[src/rtl/mem_ctrl.sv]
// Byte-serial memory controller: round-robin IF/LSB arbitration, 1/2/4-byte split, little-endian reassembly.
// Define MEM_CTRL_IO_STALL_EN to hold IO-region byte writes while the UART buffer is full.
module mem_ctrl #(
  parameter int ADDR_WIDTH = 32
) (
  input  logic                  clk_in,
  input  logic                  rst_n_in,
  input  logic                  rollback_in,
  input  logic                  io_buffer_full_in,
  input  logic                  if_valid_in,
  input  logic [ADDR_WIDTH-1:0] if_addr_in,
  output logic                  if_done_out,
  output logic [31:0]           if_data_out,
  input  logic                  lsb_valid_in,
  input  logic                  lsb_wr_in,
  input  logic [1:0]            lsb_size_in,
  input  logic [ADDR_WIDTH-1:0] lsb_addr_in,
  input  logic [31:0]           lsb_data_in,
  output logic                  lsb_done_out,
  output logic [31:0]           lsb_data_out,
  input  logic [7:0]            mem_din_in,
  output logic [7:0]            mem_dout_out,
  output logic [ADDR_WIDTH-1:0] mem_a_out,
  output logic                  mem_wr_out
);

  typedef enum logic [1:0] {IDLE = 2'd0, READ = 2'd1, WRITE = 2'd2} state_t;

  function automatic logic [7:0] byte_of(input logic [31:0] word, input logic [1:0] idx);
    return word[{idx, 3'b000} +: 8];
  endfunction

  function automatic logic [1:0] last_idx(input logic [1:0] size);
    case (size)
      2'b00:   return 2'd0;
      2'b01:   return 2'd1;
      default: return 2'd3;
    endcase
  endfunction

  function automatic logic io_stall(input logic [ADDR_WIDTH-1:0] a, input logic full);
    return (a[17:16] == 2'b11) && full;
  endfunction

  logic io_full_s;
`ifdef MEM_CTRL_IO_STALL_EN
  assign io_full_s = io_buffer_full_in;
`else
  logic unused_io_s;
  assign io_full_s   = 1'b0;
  assign unused_io_s = io_buffer_full_in;
`endif

  state_t                state_r, state_s;
  logic [2:0]            cnt_r, cnt_s, cnt_inc_s;
  logic [1:0]            last_r, last_s, cap_idx_s;
  logic [ADDR_WIDTH-1:0] addr_r, addr_s, next_a_s;
  logic [31:0]           data_r, data_s, buf_r, buf_s;
  logic                  req_lsb_r, req_lsb_s, next_lsb_r, next_lsb_s, grant_lsb_s;
  logic [ADDR_WIDTH-1:0] mem_a_r, mem_a_s;
  logic [7:0]            mem_dout_r, mem_dout_s;
  logic                  mem_wr_r, mem_wr_s, if_done_r, if_done_s, lsb_done_r, lsb_done_s;
  logic [31:0]           if_data_r, if_data_s, lsb_data_r, lsb_data_s;

  // Next-state, byte sequencing and completion logic
  always_comb begin
    state_s     = state_r;
    cnt_s       = cnt_r;
    last_s      = last_r;
    addr_s      = addr_r;
    data_s      = data_r;
    buf_s       = buf_r;
    req_lsb_s   = req_lsb_r;
    next_lsb_s  = next_lsb_r;
    grant_lsb_s = 1'b0;
    mem_a_s     = mem_a_r;
    mem_dout_s  = mem_dout_r;
    mem_wr_s    = 1'b0;
    if_done_s   = 1'b0;
    lsb_done_s  = 1'b0;
    if_data_s   = if_data_r;
    lsb_data_s  = lsb_data_r;
    cnt_inc_s   = cnt_r + 3'd1;
    next_a_s    = addr_r + ADDR_WIDTH'(cnt_inc_s);
    // read data lags its address by one cycle, so the byte landing now is cnt-1
    cap_idx_s   = cnt_r[1:0] - 2'd1;
    case (state_r)
      IDLE: begin
        if (!rollback_in && (if_valid_in || lsb_valid_in)) begin
          grant_lsb_s = lsb_valid_in && (!if_valid_in || next_lsb_r);
          req_lsb_s   = grant_lsb_s;
          next_lsb_s  = !grant_lsb_s;
          cnt_s       = 3'd0;
          buf_s       = 32'd0;
          if (grant_lsb_s) begin
            addr_s = lsb_addr_in;
            last_s = last_idx(lsb_size_in);
            data_s = lsb_data_in;
          end else begin
            addr_s = if_addr_in;
            last_s = 2'd3;
            data_s = 32'd0;
          end
          mem_a_s    = addr_s;
          mem_dout_s = data_s[7:0];
          if (grant_lsb_s && lsb_wr_in) begin
            state_s  = WRITE;
            mem_wr_s = !io_stall(addr_s, io_full_s);
          end else begin
            state_s  = READ;
          end
        end else begin
          state_s = IDLE;
        end
      end
      READ: begin
        if (rollback_in) begin
          state_s = IDLE;
        end else begin
          if (cnt_r != 3'd0) begin
            buf_s[{cap_idx_s, 3'b000} +: 8] = mem_din_in;
          end else begin
            buf_s = buf_r;
          end
          if (cnt_r == ({1'b0, last_r} + 3'd1)) begin
            state_s = IDLE;
            if (req_lsb_r) begin
              lsb_done_s = 1'b1;
              lsb_data_s = buf_s;
            end else begin
              if_done_s  = 1'b1;
              if_data_s  = buf_s;
            end
          end else begin
            cnt_s = cnt_inc_s;
            if (cnt_inc_s <= {1'b0, last_r}) begin
              mem_a_s = next_a_s;
            end else begin
              mem_a_s = mem_a_r;
            end
          end
        end
      end
      WRITE: begin
        // a byte is only retired once it has actually gone out with mem_wr high
        if (mem_wr_r) begin
          if (cnt_r[1:0] == last_r) begin
            state_s    = IDLE;
            lsb_done_s = 1'b1;
          end else begin
            cnt_s      = cnt_inc_s;
            mem_a_s    = next_a_s;
            mem_dout_s = byte_of(data_r, cnt_inc_s[1:0]);
            mem_wr_s   = !io_stall(next_a_s, io_full_s);
          end
        end else begin
          mem_wr_s = !io_stall(mem_a_r, io_full_s);
        end
      end
      default: begin
        state_s = IDLE;
      end
    endcase
  end

  // State and output registers
  always_ff @(posedge clk_in) begin
    if (!rst_n_in) begin
      state_r    <= IDLE;
      cnt_r      <= 3'd0;
      last_r     <= 2'd0;
      addr_r     <= '0;
      data_r     <= 32'd0;
      buf_r      <= 32'd0;
      req_lsb_r  <= 1'b0;
      next_lsb_r <= 1'b0;
      mem_a_r    <= '0;
      mem_dout_r <= 8'd0;
      mem_wr_r   <= 1'b0;
      if_done_r  <= 1'b0;
      lsb_done_r <= 1'b0;
      if_data_r  <= 32'd0;
      lsb_data_r <= 32'd0;
    end else begin
      state_r    <= state_s;
      cnt_r      <= cnt_s;
      last_r     <= last_s;
      addr_r     <= addr_s;
      data_r     <= data_s;
      buf_r      <= buf_s;
      req_lsb_r  <= req_lsb_s;
      next_lsb_r <= next_lsb_s;
      mem_a_r    <= mem_a_s;
      mem_dout_r <= mem_dout_s;
      mem_wr_r   <= mem_wr_s;
      if_done_r  <= if_done_s;
      lsb_done_r <= lsb_done_s;
      if_data_r  <= if_data_s;
      lsb_data_r <= lsb_data_s;
    end
  end

  assign mem_a_out    = mem_a_r;
  assign mem_dout_out = mem_dout_r;
  assign mem_wr_out   = mem_wr_r;
  assign if_done_out  = if_done_r;
  assign if_data_out  = if_data_r;
  assign lsb_done_out = lsb_done_r;
  assign lsb_data_out = lsb_data_r;

endmodule

[config.mk]
export PLATFORM = sky130hd
export DESIGN_NAME = mem_ctrl
export DESIGN_NICKNAME = d
export VERILOG_FILES = /design/src/rtl/mem_ctrl.sv
export SDC_FILE = /design/constraint.sdc
export NUM_CORES = 1
export LEC_CHECK = 0
export BUFFER_PORTS_ARGS = -buffer_cell sky130_fd_sc_hd__buf_2
export CORE_UTILIZATION = 55
export DETAILED_ROUTE_END_ITERATION = 10
export PLACE_DENSITY = 0.79
export SLEW_MARGIN = 5
export SYNTH_ARGS = -nofsm -noshare
export SYNTH_HDL_FRONTEND = slang
export SYNTH_SLANG_ARGS = --single-unit
[constraint.sdc]
create_clock -name clk_in -period 4.7 [get_ports clk_in]
set_input_delay 0.705 -clock clk_in [delete_from_list [all_inputs] [get_ports clk_in]]
set_output_delay 0.705 -clock clk_in [all_outputs]
set_load 0.05 [all_outputs]
## Word level (Yosys, flattened, before mapping)

Index checks and enable logic that the tools add are counted.

- Input port bits: 113
- Logic and storage cells: 110
- Bits in registers: 212
- Output and inout port bits: 107

- Muxes and demuxes: 45
- Shift-type cells: 3
- Equal/unequal tests: 13
- $lt $le $gt $ge: 1
- Bitwise gates (word level): 5
- Reductions and logical operators: 23
- Add/subtract/negate cells: 5

Operators with widths:

| cell | count |
|---|---|
| $mux W32 | 11 |
| $pmux W32 S3 | 1 |
| $pmux W32 S2 | 1 |
| $add A32 B3 Y32 | 1 |
| $bwmux W32 | 1 |
| $shift A8 B7 Y32 const A | 1 |
| $shiftx A32 B6 Y8 | 1 |
| $shiftx A8 B7 Y32 | 1 |
| $mux W8 | 3 |
| $pmux W8 S2 | 1 |
| $mux W3 | 5 |
| $mux W2 | 7 |
| $ne A2 B2 Y1 const B | 7 |
| $reduce_and A4 Y1 | 3 |
| $mux W1 | 10 |
| $pmux W3 S3 | 1 |
| $neg A5 Y7 | 1 |
| $reduce_and A7 Y1 | 1 |
| $pmux W2 S3 | 1 |
| $reduce_and A3 Y1 | 2 |
| $reduce_and A6 Y1 | 1 |
| $reduce_bool A3 Y1 | 2 |
| $not A1 Y1 | 5 |
| $eq A2 B1 Y1 const B | 2 |
| other kinds (17) | 25 |

## Longest topological paths before layout

Gate-level depths: netlist (run 1).

- Word-level depth: 7
- Gate-level depth with buffers: 11
- Depth with buffers taken out: 9

## Worst setup path after synthesis (run 1)

Ideal clock, no wire load.

- Path type: register to register
- Start: register cnt_r[0]
- End: register mem_a_r[14], in the netlist mem_a_out[14]
- Setup slack: 1.370 ns
- Cell stages (with the launch flop): 12
- Period minus slack after synthesis: 3.330 ns
- Setup time: 0.117 ns
- Path buffers: 2
- Arrival time: 3.213 ns
- Data required time: 4.583 ns
- Cells stage by stage: dfxtp_1 -> clkbuf_1 -> inv_1 -> ha_1 -> buf_2 -> inv_1 -> fa_1 -> nor2b_1 -> o21a_1 -> and4_1 -> o21ai_0 -> a32o_1

- Word-level cells in the longest chain between the ends: 6
- Elaborated cells on any way between the ends: 15
- Those cells by class: add/sub (2); order compare (1); eq/ne (5); mux (6); reduce/logical (1)

Ends and longest elaborated chain:

| item | RTL line | source |
|---|---|---|
| start, declared | 55 | `logic [2:0] cnt_r, cnt_s, cnt_inc_s;` |
| start signal, assigned | 186 | `cnt_r <= cnt_s;` |
| $add A3 B1 Y3 | 83 | `cnt_inc_s = cnt_r + 3'd1;` |
| $add A32 B3 Y32 | 84 | `next_a_s = addr_r + ADDR_WIDTH'(cnt_inc_s);` |
| $mux W32 | 136 | `if (cnt_inc_s <= {1'b0, last_r}) begin` |
| $mux W32 | 125 | `if (cnt_r == ({1'b0, last_r} + 3'd1)) begin` |
| $mux W32 | 117 | `if (rollback_in) begin` |
| $pmux W32 S3 | 87 | `case (state_r)` |
| end signal, assigned | 193 | `mem_a_r <= mem_a_s;` |
| end, declared | 60 | `logic [ADDR_WIDTH-1:0] mem_a_r, mem_a_s;` |

Parallel ways exist; a longest one is shown, timed or not. The select of a mux whose other input is x is not followed.
A chain may end at the register's enable or synchronous reset.

## Final worst setup path (run 1)

- Start: register cnt_r[0]
- End: register mem_a_r[27], in the netlist mem_a_out[27]

The elaborated chain is that of the path after synthesis.

==> results.cfg, run 1 <==
[setup_path]
worstPathRequired_ns = 5.14
path_max_fanout = 21
critPathArrivalTime_ns = 4.15
crit_path_cell_trace = inv_1, ha_1, ha_1, nor2b_1, a2bb2oi_1, o32a_1, nor3_4, a32o_1
path_common_cell = ha_1
crit_path_max_incr_delay_ns = 0.92
startpoint = cnt_r[0]$_SDFFE_PN0P_
critical_path_class = reg -> reg
start_kind = flip-flop
cp_slowest_cell = dfxtp_1
end_kind = flip-flop
crit-reg2reg-launch = cnt_r[0]$_SDFFE_PN0P_

[place]
hpwl_mm = 17.73
dp_cells = 1502
placed_area_um2 = 11010
gp_congestion = 0.8595
io_buffers = 218

[power_and_ir_drop]
vdd_ir_drop_max_mv = 0.2905
power.internal_w = 0.003178
cellLeakagePower_nw = 4.745
pwr-share-comb_pct = 15.3
swShare_pct = 28.13
power_frac_seq_pct = 44.1
power_switching_w = 0.001244
clockPowerShare_pct = 40.6
p_per_area_nw_per_um2 = 375.9

[logic_synthesis]
syn_area_um2 = 9888
async_flop_share_pct = 0
synth_edf_count = 0
ys.warnings.count = 0
synth_seq_area_share_pct = 42.92
syn_avg_cell_area_um2 = 8.674
synth_cell_types = 67
ys_seq_elements = 212
synth-main-ff-cell = dfxtp_1
synth_cells = 1140
synthesis.nets = 1270

[worst_hold_path]
hp-start = lsb_size_in[0]
hp-class = in -> reg

[timing]
worstMarginPinSlew_ns = 1.161
max_freq_mhz = 269.2
maxSlewViolCount = 0
setup_viol = 0
period_share_pct = 79.05
rsz0062_at_grt = no
slew_headroom_pct = 22.57
hold_viol = 0
fin_crit_ns = 3.715
fin_tns_setup_ns = 0
fin_worst_skew_ns = 0.01189

[clocking]
cts_tree = built
clock_latency_ns = 0.51
cts_resized = 0
clock_path_buffers = 3
root_buffer = clkbuf_16
clkTransAtPathRegs_ns = 0.06
cts_setup_buffers = 0
cts.sink_count = 212
h-tree-depth = 1
postCtsHoldBufs = 0
cts_made_buffers = 23

[status]
outcome = complete, no violations

[route]
final_antenna_net_count = 0
wire_per_inst_um = 16.93
wl_met2_mm = 12.20
via_per_inst = 5.877
highest_layer = met4
totalWireLength_mm = 26.10
wirelength_met1_mm = 11.71
vias = 9062
drt-pass1-iter-count = 5
drtIter0Drc = 743
met3WireLength_mm = 1.669
drcViolationCount = 0

[flow_run]
cap_viol_max_count = 0

[global_routing]
antenna_found_initial = 1
grt_max_degree = 102
gr-total-overflow = 0
track_usage_pct = 27.76
grt_pass1_wl_mm = 41.48
grt_pass1_vias = 8275

[die]
initial_utilization_pct = 56.77
die_y_um = 136.1
die_area_um2 = 18520
coreArea_um2 = 17420
rows = 48
die_x_um = 136.1
io_pins = 220

[layout]
nets = 1432
design_area_um2 = 11770
area_growth_pct = 18.98
num-fill-cells = 1470
fin_cells = 1542
drive_above_1_share_pct = 22.26
mostFrequentLayoutCells = buf_2 (218), dfxtp_1 (212), nor2_1 (137)
final_common_cell = buf_2
[through the flow]
stage	hold slack [ns]	setup WS, ns	util [%]	power, W
2_1_floorplan	0.4287	1.370	-	0.002462
3_3_place_gp	0.4362	1.150	63.22	0.002645
3_5_place_dp	0.4434	1.054	63.22	0.002661
4_1_cts	0.4438	1.017	67.54	0.004437
5_1_grt	0.4532	0.7933	67.54	0.004581
6_report	0.4486	0.9847	67.55	0.004422
[path summary, 6_finish.rpt]
kind                                              endpoint  slack (ns)  cells after the start
worst min-delay path                last_r[0]$_SDFFE_PN0P_        0.45                      3
worst max-delay path            mem_a_out[27]$_SDFFE_PN0P_        0.98                      8
worst max register to register  mem_a_out[27]$_SDFFE_PN0P_        0.98                      8
worst min register to register      buf_r[26]$_SDFFE_PN0P_        0.45                      2
[area by class of cell]
cell class	instances	area, um^2	share of cell area, %
Antenna cell	1	2.502	0.02127
Multi-Input combinational cell	817	5239	44.53
Timing Repair Buffer	228	1166	9.912
Tap cell	225	281.5	2.393
Sequential cell	212	4244	36.07
Clock inverter	7	92.59	0.7870
Inverter	20	80.08	0.6806
Clock buffer	32	659.4	5.605
[synth_stat cells, types with 8 or more instances]
| cell | n | share of area (%) |
|---|---|---|
| dfxtp_1 | 212 | 43 |
| a311oi_1 | 11 | 0.97 |
| a211oi_1 | 96 | 7.3 |
| xor2_1 | 9 | 0.80 |
| ha_1 | 16 | 2.0 |
| mux2i_1 | 52 | 5.3 |
| a22oi_1 | 9 | 0.68 |
| a32o_1 | 11 | 1.1 |
| mux4_2 | 8 | 1.8 |
| nand4b_1 | 8 | 0.71 |
| nand2b_1 | 22 | 1.4 |
| inv_1 | 20 | 0.76 |
| nand3b_1 | 9 | 0.68 |
| clkbuf_1 | 69 | 2.6 |
| buf_2 | 11 | 0.56 |
| nand3_1 | 53 | 2.7 |
| buf_1 | 10 | 0.38 |
| or3_1 | 30 | 1.9 |
| nand2_1 | 119 | 4.5 |
| nor2_1 | 139 | 5.3 |
| o221ai_1 | 8 | 0.71 |
| a21oi_1 | 80 | 4.0 |
| o21ai_0 | 16 | 0.81 |
| xnor2_1 | 12 | 1.1 |
[logic make-up (layout without fill, tap and decap cells)]
group | count (synthesis) | after routing | synth area share (%)
AOI/OAI and AO/OA | 284 | 284 | 20.21
xor gates and xnor gates | 21 | 21 | 1.860
adders and majority gates | 17 | 17 | 2.227
buffers and inverters | 111 | 287 | 4.429
DFF | 212 | 212 | 42.92
muxes | 63 | 63 | 7.428
other | 0 | 1 | 0
and+or+nand+nor | 432 | 432 | 20.93
[worst max-delay path: cells and delay by family (launching register included)]
kind | cells | cell delay [ns]
adders and majority gates | 2 | 0.73
AOI/OAI and AO/OA | 3 | 0.95
buffers and inverters | 1 | 0.23
and+or+nand+nor | 2 | 0.82
DFF | 1 | 0.92
[power groups by stage]
stage / Sequential [W] / Combinational, W / Clock, W
after floorplan: 0.00212 / 0.000338 / 0
after global placement: 0.00199 / 0.000659 / 0
after detailed placement: 0.00199 / 0.000672 / 0
after CTS: 0.00195 / 0.000674 / 0.00181
after global routing: 0.00196 / 0.000732 / 0.00189
final: 0.00195 / 0.000677 / 0.00179
[per-layer routing]
layer | vias up | global-route usage, %
met3 | 43 | 4.064
met5 | - | 0
met2 | 311 | 45.54
li1 | 4468 | -
met1 | 4240 | 37.87
met4 | 0 | 7.654
[sequential cells by signal, indices dropped and copies added, names as in the netlist, 3 cells and up]
register      cells
addr_r           32
buf_r            32
data_r           32
if_data_out      32
lsb_data_out     32
mem_a_out        32
mem_dout_out      8
cnt_r             3
No activity file was read; power rests on OpenSTA's default activity.
==> run 2, diff against run 1 <==
==> constraint.sdc (replaced) <==
create_clock -name clk_in -period 3.7 [get_ports clk_in]
set_input_delay 0.555 -clock clk_in [delete_from_list [all_inputs] [get_ports clk_in]]
set_output_delay 0.555 -clock clk_in [all_outputs]
set_load 0.05 [all_outputs]
==> run 2 against run 1 <==
Against the previous run:
- critical path depth unchanged
- combinational power grew 29%
- worst hold slack worse by 0.18 ns
- critical endpoint is now mem_a_out[14]$_SDFFE_PN0P_
- global-route usage increased by 0.087 points
- setup slack lost 0.35 ns
- largest cell class unchanged
- sequential power grew 27%
- clock-buffer cell count fell by 3
- final cell count increased by 0.39%
==> results.cfg, run 2 (synthesis results as in run 1) <==
[status]
outcome = complete, no violations

[die]
die_y_um = 136.1
coreArea_um2 = 17420
die_area_um2 = 18520
rows = 48
initial_utilization_pct = 56.77
io_pins = 220
die_x_um = 136.1

[power_and_ir_drop]
pwr-share-comb_pct = 14.7
power.internal_w = 0.004292
clockPowerShare_pct = 43.4
power_frac_seq_pct = 41.9
cellLeakagePower_nw = 4.824
swShare_pct = 27.32
vdd_ir_drop_max_mv = 0.3721
p_per_area_nw_per_um2 = 495.5
power_switching_w = 0.001614

[clocking]
clock_path_buffers = 3
h-tree-depth = 1
cts_tree = built
cts.sink_count = 212
cts_setup_buffers = 0
clock_latency_ns = 0.52
cts_made_buffers = 22
cts_resized = 0
root_buffer = clkbuf_16
postCtsHoldBufs = 0
clkTransAtPathRegs_ns = 0.06

[global_routing]
antenna_found_initial = 2
grt_pass1_vias = 8297
grt_pass1_wl_mm = 41.45
track_usage_pct = 27.85
grt_max_degree = 75
gr-total-overflow = 0

[place]
hpwl_mm = 17.86
io_buffers = 218
placed_area_um2 = 11070
gp_congestion = 0.8560
dp_cells = 1508

[route]
final_antenna_net_count = 0
wire_per_inst_um = 17.21
totalWireLength_mm = 26.63
drt-pass1-iter-count = 5
drtIter0Drc = 764
via_per_inst = 5.946
drcViolationCount = 0
vias = 9204

[layout]
mostFrequentLayoutCells = buf_2 (218), dfxtp_1 (212), nor2_1 (137)
area_growth_pct = 20.54
design_area_um2 = 11920
fin_cells = 1548
nets = 1437
drive_above_1_share_pct = 22.84
num-fill-cells = 1425
final_common_cell = buf_2

[timing]
hold_viol = 0
slew_headroom_pct = 24.98
hold_ws_ns = 0.2707
max_freq_mhz = 326.6
fin_tns_setup_ns = 0
rsz0062_at_grt = no
setup_viol = 0
fin_crit_ns = 3.062
fin_worst_skew_ns = 0.01765
worstMarginPinSlew_ns = 1.115
maxSlewViolCount = 0
period_share_pct = 82.74

[setup_path]
path_max_fanout = 17
path_common_cell = ha_1
start_kind = flip-flop
critPathArrivalTime_ns = 3.51
critical_path_class = reg -> reg
crit_path_cell_trace = inv_1, ha_1, ha_1, nor2b_1, a2bb2oi_1, o32a_1, nor3_4, a32o_1
worstPathRequired_ns = 4.15
crit_path_max_incr_delay_ns = 0.65
end_kind = flip-flop
cp_slowest_cell = nor3_4

[flow_run]
cap_viol_max_count = 0

[worst_hold_path]
hp-class = in -> reg
## run 2: cell count changes in the layout (fill, tap and decap cells not counted)
cell / previous run / this run
buf_12: 0 / 1
clkbuf_8: 5 / 6
bufinv_16: 2 / 6
clkbuf_16: 23 / 22
clkbuf_1: 4 / 1
inv_6: 3 / 1
buf_4: 10 / 15
clkinv_8: 0 / 1
## run 2: worst paths after layout
path / start / endpoint / slack, ns / depth (start not counted)
worst max-delay path: cnt_r[1]$_SDFFE_PN0P_ / mem_a_out[14]$_SDFFE_PN0P_ / 0.64 / 8
worst min register to register: data_r[12]$_SDFFE_PN0P_ / data_r[12]$_SDFFE_PN0P_ / 0.45 / 2
worst max register to register: cnt_r[1]$_SDFFE_PN0P_ / mem_a_out[14]$_SDFFE_PN0P_ / 0.64 / 8
worst min-delay path: lsb_size_in[0] / last_r[0]$_SDFFE_PN0P_ / 0.27 / 3
## run 2: power by group through the flow
stage                     Combinational, W  Sequential (W)  Clock [W]
after floorplan                   0.000429         0.00270          0
after global placement            0.000848         0.00252          0
after detailed placement          0.000861         0.00252          0
after CTS                         0.000865         0.00247    0.00258
after global routing              0.000936         0.00249    0.00267
final                             0.000870         0.00248    0.00256
## run 2: routing by layer
metal / wire length (um) / track usage (%) / up-vias
li1: - / - / 4489
met1: 11890 / 37.74 / 4324
met2: 12180 / 45.15 / 337
met3: 1921 / 4.810 / 52
met4: 630 / 8.272 / 2
met5: 11 / 0 / -
## run 2: worst max-delay path, delay by kind of cell (launching register included)
kind            cells  cell delay, ns
buf+inv             1            0.13
simple gates        2            0.78
fa+ha+maj           2            0.68
flops               1            0.46
compound gates      3            0.92
## run 2: final cells by class
| class | instances | area, um^2 | area share, % |
|---|---|---|---|
| Multi-Input combinational cell | 817 | 5239 | 43.95 |
| Clock inverter | 10 | 211.5 | 1.774 |
| Tap cell | 225 | 281.5 | 2.362 |
| Sequential cell | 212 | 4244 | 35.61 |
| Antenna cell | 1 | 2.502 | 0.02100 |
| Timing Repair Buffer | 234 | 1224 | 10.27 |
| Clock buffer | 29 | 636.9 | 5.343 |
| Inverter | 20 | 80.08 | 0.6718 |
## run 2: per-stage QoR
stage          utilization [%]  total power, W  setup WS [ns]
2_1_floorplan                -        0.003127         0.3697
3_3_place_gp             63.55        0.003368         0.7194
3_5_place_dp             63.55        0.003383         0.6878
4_1_cts                  68.42        0.005917         0.6392
5_1_grt                  68.42        0.006096         0.4711
6_report                 68.43        0.005906         0.6385
